### src/rtl/fix_to_half_pkg.sv
// Shared types and constants for the fixed-point to binary16 converter.
// The state enum and result struct are also used by the adder's normalize stage.
package fix_to_half_pkg;

  typedef enum logic [1:0] {IDLE, SCAN, PACK, DONE} state_t;

  localparam int BIAS   = 15;
  localparam int INT_W  = 16;
  localparam int FRAC_W = 32;
  localparam int MAG_W  = 48;
  localparam int CNT_W  = 6;
  localparam int P_MIN  = 18;
  localparam int P_STOP = 17;

  typedef struct packed {
    logic [15:0] half;
    logic        uf;
    logic        ovf;
  } half_res_t;

endpackage

### src/rtl/half_round_pack.sv
// Combinational binary16 packer: takes a left-justified magnitude plus its
// leading-one position and produces the half word with optional RNE rounding.
module half_round_pack
  import fix_to_half_pkg::*;
#(
  parameter bit ROUND_NEAREST = 1'b0
) (
  input  logic [MAG_W-1:0] mag,
  input  logic [CNT_W-1:0] cnt,
  input  logic             sign,
  input  logic             nz,
  output logic [15:0]      half,
  output logic             uf,
  output logic             ovf
);

  logic        normal;
  logic        guard;
  logic        sticky;
  logic        round_up;
  logic [4:0]  exp_raw;
  logic [9:0]  mant_raw;
  logic [14:0] em_rnd;

  always_comb begin
    // A leading one at position 17 is 2^-15: below the normal range, so it flushes.
    normal   = mag[MAG_W-1] && (cnt >= CNT_W'(P_MIN));
    exp_raw  = 5'(int'(cnt) + BIAS - FRAC_W);
    mant_raw = mag[MAG_W-2 -: 10];
    guard    = mag[MAG_W-12];
    sticky   = |mag[MAG_W-13:0];
    round_up = ROUND_NEAREST && guard && (sticky || mant_raw[0]);
    em_rnd   = {exp_raw, mant_raw} + 15'(round_up);

    half = {sign, 15'b0};
    uf   = 1'b0;
    ovf  = 1'b0;
    if (normal) begin
      if (em_rnd[14:10] == 5'd31) begin
        half = {sign, 5'd31, 10'd0};
        ovf  = 1'b1;
      end else begin
        half = {sign, em_rnd};
      end
    end else begin
      uf = nz;
    end
  end

endmodule

### src/rtl/fix_to_half.sv
// Sign/integer/fraction to binary16 converter with a serial leading-one scan
// and valid/ready handshakes on both sides; feeds one operand of the fpa adder.
module fix_to_half
  import fix_to_half_pkg::*;
#(
  parameter bit ROUND_NEAREST = 1'b0
) (
  input  logic              clk,
  input  logic              rst,
  input  logic              in_valid,
  output logic              in_ready,
  input  logic              in_sign,
  input  logic [INT_W-1:0]  in_int,
  input  logic [FRAC_W-1:0] in_frac,
  output logic              out_valid,
  input  logic              out_ready,
  output logic [15:0]       out_half,
  output logic              out_uf,
  output logic              out_ovf
);

  state_t           state_q, state_d;
  logic [MAG_W-1:0] mag_q;
  logic [CNT_W-1:0] cnt_q;
  logic             sign_q;
  logic             nz_q;
  logic             vld_q;
  logic             scan_done;
  half_res_t        res_d, res_q;

  assign scan_done = mag_q[MAG_W-1] || (cnt_q == CNT_W'(P_STOP));

  half_round_pack #(.ROUND_NEAREST(ROUND_NEAREST)) u_pack (
    .mag  (mag_q),
    .cnt  (cnt_q),
    .sign (sign_q),
    .nz   (nz_q),
    .half (res_d.half),
    .uf   (res_d.uf),
    .ovf  (res_d.ovf)
  );

  always_ff @(posedge clk) begin
    if (rst) state_q <= IDLE;
    else     state_q <= state_d;
  end

  always_comb begin
    state_d = state_q;
    case (state_q)
      IDLE: if (in_valid)  state_d = SCAN;
      SCAN: if (scan_done) state_d = PACK;
      PACK:                state_d = DONE;
      DONE: if (out_ready) state_d = IDLE;
      default:             state_d = IDLE;
    endcase
  end

  always_ff @(posedge clk) begin
    if (rst) begin
      mag_q  <= '0;
      cnt_q  <= '0;
      sign_q <= 1'b0;
      nz_q   <= 1'b0;
      vld_q  <= 1'b0;
      res_q  <= '0;
    end else begin
      case (state_q)
        IDLE: if (in_valid) begin
          sign_q <= in_sign;
          mag_q  <= {in_int, in_frac};
          nz_q   <= |{in_int, in_frac};
          cnt_q  <= CNT_W'(MAG_W - 1);
        end
        // Shift until the leading one reaches the MSB; cnt then names its position.
        SCAN: if (!scan_done) begin
          mag_q <= mag_q << 1;
          cnt_q <= cnt_q - CNT_W'(1);
        end
        PACK: begin
          res_q <= res_d;
          vld_q <= 1'b1;
        end
        DONE: if (out_ready) vld_q <= 1'b0;
        default: ;
      endcase
    end
  end

  assign in_ready  = (state_q == IDLE);
  assign out_valid = vld_q;
  assign out_half  = res_q.half;
  assign out_uf    = res_q.uf;
  assign out_ovf   = res_q.ovf;

endmodule

### config.mk
export PLATFORM = sky130hd
export DESIGN_NAME = fix_to_half
export DESIGN_NICKNAME = d
export VERILOG_FILES = /design/src/rtl/fix_to_half_pkg.sv /design/src/rtl/half_round_pack.sv /design/src/rtl/fix_to_half.sv
export SDC_FILE = /design/constraint.sdc
export NUM_CORES = 1
export LEC_CHECK = 0
export BUFFER_PORTS_ARGS = -buffer_cell sky130_fd_sc_hd__buf_2
export CORE_MARGIN = 1.5
export CORE_UTILIZATION = 59
export DETAILED_ROUTE_END_ITERATION = 16
export GPL_ROUTABILITY_DRIVEN = 1
export PLACE_DENSITY = 0.83
export RECOVER_POWER = 25
export REMOVE_ABC_BUFFERS = 1
export SYNTH_ARGS = -nofsm -noshare
export SYNTH_HDL_FRONTEND = slang
export SYNTH_SLANG_ARGS = --single-unit
export TNS_END_PERCENT = 20
### constraint.sdc
create_clock -name clk -period 3.3 [get_ports clk]
set_clock_uncertainty 0.05 [all_clocks]
set_input_delay 0.33 -clock clk [delete_from_list [all_inputs] [get_ports clk]]
set_output_delay 0.33 -clock clk [all_outputs]
set_load 0.01 [all_outputs]
## After elaboration in Yosys (flattened, before gate mapping)

Index checks and enable logic that the tools add are counted.

| storage, ports and cells | value |
|---|---|
| bits of input ports | 53 |
| logic and storage cells | 49 |
| output and inout bits | 20 |
| register bits | 77 |

| cells by class | value |
|---|---|
| mux-type cells | 17 |
| equal/unequal tests | 9 |
| order comparisons | 1 |
| add/sub/neg operators | 3 |
| reductions and logical operators | 10 |

Operators with widths:

| operator | number |
|---|---|
| two-way mux 48 bit | 2 |
| one-hot mux 48 bit (2 select lines) | 1 |
| OR reduction 48 bit | 1 |
| two-way mux 15 bit | 2 |
| two-way mux 6 bit | 2 |
| one-hot mux 6 bit (2 select lines) | 1 |
| != test 2 bit (second input constant) | 4 |
| one-hot mux 2 bit (4 select lines) | 1 |
| == test 6 x 5 -> 1 bit (second input constant) | 1 |
| greater-or-equal comparator 6 x 5 -> 1 bit (second input constant) | 1 |
| two-way mux 2 bit | 3 |
| AND reduction 3 bit | 2 |
| subtractor 6 x 1 -> 6 bit (second input constant) | 1 |
| adder 5 x 4 -> 5 bit (second input constant) | 1 |
| == test 5 bit (second input constant) | 1 |
| subtractor 5 x 1 -> 5 bit (second input constant) | 1 |
| == test 2 bit (second input constant) | 2 |
| two-way mux 1 bit | 4 |
| AND reduction 2 bit | 2 |
| nonzero test 2 bit | 2 |
| == test 2 x 1 -> 1 bit (second input constant) | 1 |
| zero test 2 bit | 1 |
| one-hot mux 1 bit (2 select lines) | 1 |
| logical AND 1 bit | 1 |
| logical OR 1 bit | 1 |

## Logic depth before layout (Yosys ltp)

| depth | value |
|---|---|
| depth after elaboration | 5 |
| gate-level depth with buffers | 10 |
| gate-level depth less buffers | 6 |

## Cells and area by module

From an unflattened synthesis, not the netlist that was laid out.

| second synthesis, totals | value |
|---|---|
| cell total of the unflattened synthesis | 419 |
| area total of the unflattened synthesis | 3,942.5 µm² |

Modules (own cells, without submodules):

| module | sequential area each (µm²) | times used | area each (µm²) | cells an instance |
|---|---|---|---|---|
| fix_to_half | 1,541.5 | 1 | 3,599.7 | 370 |
| half_round_pack | 0.0 | 1 | 342.8 | 49 |

## Least setup slack after synthesis

OpenSTA, ideal clock, no wires.

| timing | value |
|---|---|
| kind | flip-flop to flip-flop |
| from | register state_q[1] |
| to | register mag_q[33] |
| path buffers | 4 |
| library setup time | 146 ps |
| cell stages (with the launch flop) | 11 |
| required time | 3,104 ps |
| slack | 1,406 ps |
| clock period less this slack | 1,894 ps |
| data arrival time | 1,698 ps |
| path through | dfxtp_1 -> inv_1 -> ha_1 -> buf_2 -> nand2b_1 -> a21oi_1 -> and2_1 -> clkbuf_1 -> buf_4 -> buf_6 -> a211oi_2 |

| between the ends | value |
|---|---|
| cells in the longest elaborated chain, start to end | 3 |
| elaborated cells between the ends (all ways) | 7 |
| those cells by class | eq/ne: 3; mux: 1; reduce/logical: 3 |

Ends and longest elaborated chain:

| element | RTL line | text |
|---|---|---|
| start, declared | fix_to_half.sv:22 | `state_t state_q, state_d;` |
| start signal, assigned | fix_to_half.sv:45 | `else state_q <= state_d;` |
| == test 2 x 1 -> 1 bit or zero test 2 bit (tied branches) | fix_to_half.sv:68 | `case (state_q)` |
| != test 2 bit (no line) or nonzero test 2 bit (tied branches) | -- |  |
| AND reduction 3 bit (no line) | -- |  |
| end signal, assigned | fix_to_half.sv:71 | `mag_q <= {in_int, in_frac};` |
| end signal, assigned | fix_to_half.sv:77 | `mag_q <= mag_q << 1;` |
| end, declared | fix_to_half.sv:23 | `logic [MAG_W-1:0] mag_q;` |

Parallel ways exist; a longest one is shown, timed or not.
A chain may end at the register's enable or synchronous reset.

## Worst setup path after layout

| timing | value |
|---|---|
| from | register state_q[0] |
| to | register mag_q[12] |

The elaborated chain is that of the path after synthesis.

==> results.yml <==
detailed_routing:
  detail-route-antenna-nets: 0
  finalWirelength_um: 8640
  via_per_inst: 6.15
  avgRoutedWirePerCell_um: 16.7
  drc_errors: 0
  initialDrtViolationCount: 151
  drt_first_pass_iters: 4
  via_count: 3187
clock_tree:
  postCtsSetupRepairBufs: 0
  holdBufCountCts: 0
  htree_levels: 3
  clock_latency_ns: 0.36
  numCtsBuffers: 9
  cts-resized-gates: 0
  cts_buffer_depth: 2
  cts_sinks: 77
  cts_root_buf: "clkbuf_8"
  clk_pin_slew_ns: 0.08
  cts_tree: "done"
floorplan:
  core_area_mm2: 0.00606
  fp.dieH_um: 83.1
  dieArea_mm2: 0.00690
  initial_utilization: 0.624
  rows: 28
  io_pins: 73
  chipWidth_um: 83.1
logic_synthesis:
  synth_seq_cells: 77
  ys_async_sr_fraction: 0
  ys_types: 41
  seq_area_frac_synth: 0.407
  syn_area_mm2: 0.00378
  yosysTopAreaCellShare: 0.407
  yosysTopAreaCell: "dfxtp_1"
  synth_cells: 384
  synth_edf_count: 0
  yosys_warnings: 0
  synth_ff_type: "dfxtp_1"
  syn_area_per_cell_um2: 9.86
  synthTopCellsByArea: "dfxtp_1 (41%), mux2i_1 (13%), a211oi_1 (7.9%)"
global_route:
  grt_max_degree: 57
  antenna_found_initial: 0
  overflow: 0
  grt_pass1_wl_um: 14000
  track_usage: 0.249
  grt_pass1_vias: 2891
timing:
  tightest_slew_ns: 0.808
  setup_viol: 0
  finalCritPeriodShare: 0.698
  relSlewSlack: 0.461
  rsz0062_at_grt: "false"
  fin_crit_ns: 2.30
  hold_violations: 0
  max_freq_mhz: 434
  final-max-slew-violation-count: 0
  fin_ws_ns: 0.998
place:
  placed_area_mm2: 0.00409
  port_buffers: 72
  dpl_worst_slack_ns: 1.02
  gp_congestion: 0.845
  hpwl_um: 5790
final_layout:
  fillers: 513
  num_antenna_cells: 0
  regArea_mm2: 0.00154
  fin_nets: 499
  multi_input_area_mm2: 0.00203
  fin_area_mm2: 0.00428
  area_growth_pct: 13.2
  drive_gt1_frac: 0.214
setup_path:
  critical_path_class: "reg2reg"
  cp-start-kind: "flip-flop"
  end_kind: "flip-flop"
  required_ns: 3.48
  worstPathMaxFanout: 36
  arrival_ns: 2.48
power_and_ir_drop:
  ir_drop_uv: 573
  power_leakage_nw: 1.63
  power.density_mw_per_mm2: 954
job:
  max_cap_violations: 0
hold_path:
  hold_class: "in2reg"
run_status:
  run_status: "finished clean"
-- synthesized netlist by cell type (6+ instances only) --
library cell and n:
mux2i_1 51, inv_1 6, nor2_1 9, buf_2 14
nor2b_1 8, nand2b_1 9, buf_4 8, a211oi_2 10
a211oi_1 40, nor4_1 13, dfxtp_1 77, nor3_1 6
a22o_1 10, clkbuf_1 9, a21oi_1 59, ha_1 8
-- layer usage --
metal | global-route usage | vias up | part of all wire
met5 | 0 | - | 0
met4 | 0.121 | 0 | 0.020
met3 | 0.0408 | 11 | 0.054
met2 | 0.370 | 102 | 0.45
met1 | 0.350 | 1516 | 0.47
li1 | - | 1558 | -
-- final timing paths --
check / startpoint / endpoint / slack, ns / depth (start not counted)
worst max-delay path: state_q[0] / mag_q[12] / 1.0 / 7
worst min-delay path: in_sign / sign_q / 0.19 / 3
worst max register to register: state_q[0] / mag_q[12] / 1.0 / 7
worst min register to register: sign_q / sign_q / 0.41 / 2
-- power breakdown --
part | internal, W | leakage (nW) | total, W | switching, W
clock network | 0.000424 | 0.0985 | 0.000780 | 0.000356
logic | 0.000800 | 0.896 | 0.00190 | 0.00110
registers | 0.00120 | 0.634 | 0.00140 | 0.000204
total | 0.00242 | 1.63 | 0.00409 | 0.00166
-- layout make-up --
type                       count  share of cell area
tap                           75              0.0219
sequential                    77               0.360
multi-input combinational    266               0.474
timing repair buffer          78              0.0888
clock inverter                 6              0.0204
clock buffer                  10              0.0298
inverter                       6             0.00526
-- through the flow --
| step | util | TNS (ns) | hold slack, ns | cells | power [W] |
|---|---|---|---|---|---|
| after detailed placement | 0.675 | 0 | 0.403 | 502 | 0.00331 |
| after global routing | 0.707 | 0 | 0.201 | 518 | 0.00435 |
| after CTS | 0.711 | 0 | 0.182 | 518 | 0.00409 |
| after global placement | 0.675 | 0 | 0.401 | 502 | 0.00323 |
| after floorplan | - | -141.51 | 0.345 | 349 | 0.00287 |
| final | 0.707 | 0 | 0.193 | 518 | 0.00409 |
-- cells by family after synthesis --
family,Yosys count,share of synthesized area
AND/OR/NAND/NOR,64,0.0959
buffers and inverters,41,0.0618
AO/OA/AOI/OAI,139,0.264
adder cells (fa/ha/maj),8,0.0264
flip-flops,77,0.407
XOR/XNOR,4,0.00926
multiplexers,51,0.135
-- flip-flops by register name (all words and copies together), names as in the netlist --
name,count
mag_q,48
out_half,16
cnt_q,6
state_q,2
nz_q,1
out_ovf,1
out_uf,1
out_valid,1
sign_q,1
-- critical path, stage by stage (launching register included) --
cell and delay, ns:
dfxtp_1 0.39, inv_1 0.08, ha_1 0.28, nor2b_1 0.20, a21oi_4 0.12, and2_2 0.67
buf_4 0.29, a211oi_1 0.08
-- placed cells by master, fill, tap and decap left out, drive strengths merged, types with 2 or more instances in the layout --
cell / n
nand2: 5
mux2i: 51
xor2: 3
nor2: 10
a22o: 11
a21oi: 59
a211oi: 50
a31oi: 4
clkinvlp: 3
nor3: 7
nand3: 3
ha: 8
buf: 58
clkbuf: 30
nand2b: 9
nor4: 13
a21o: 2
bufinv: 2
nor2b: 8
nand4: 5
dfxtp: 77
a311oi: 6
inv: 6
No activity file was read; power rests on OpenSTA's default activity.
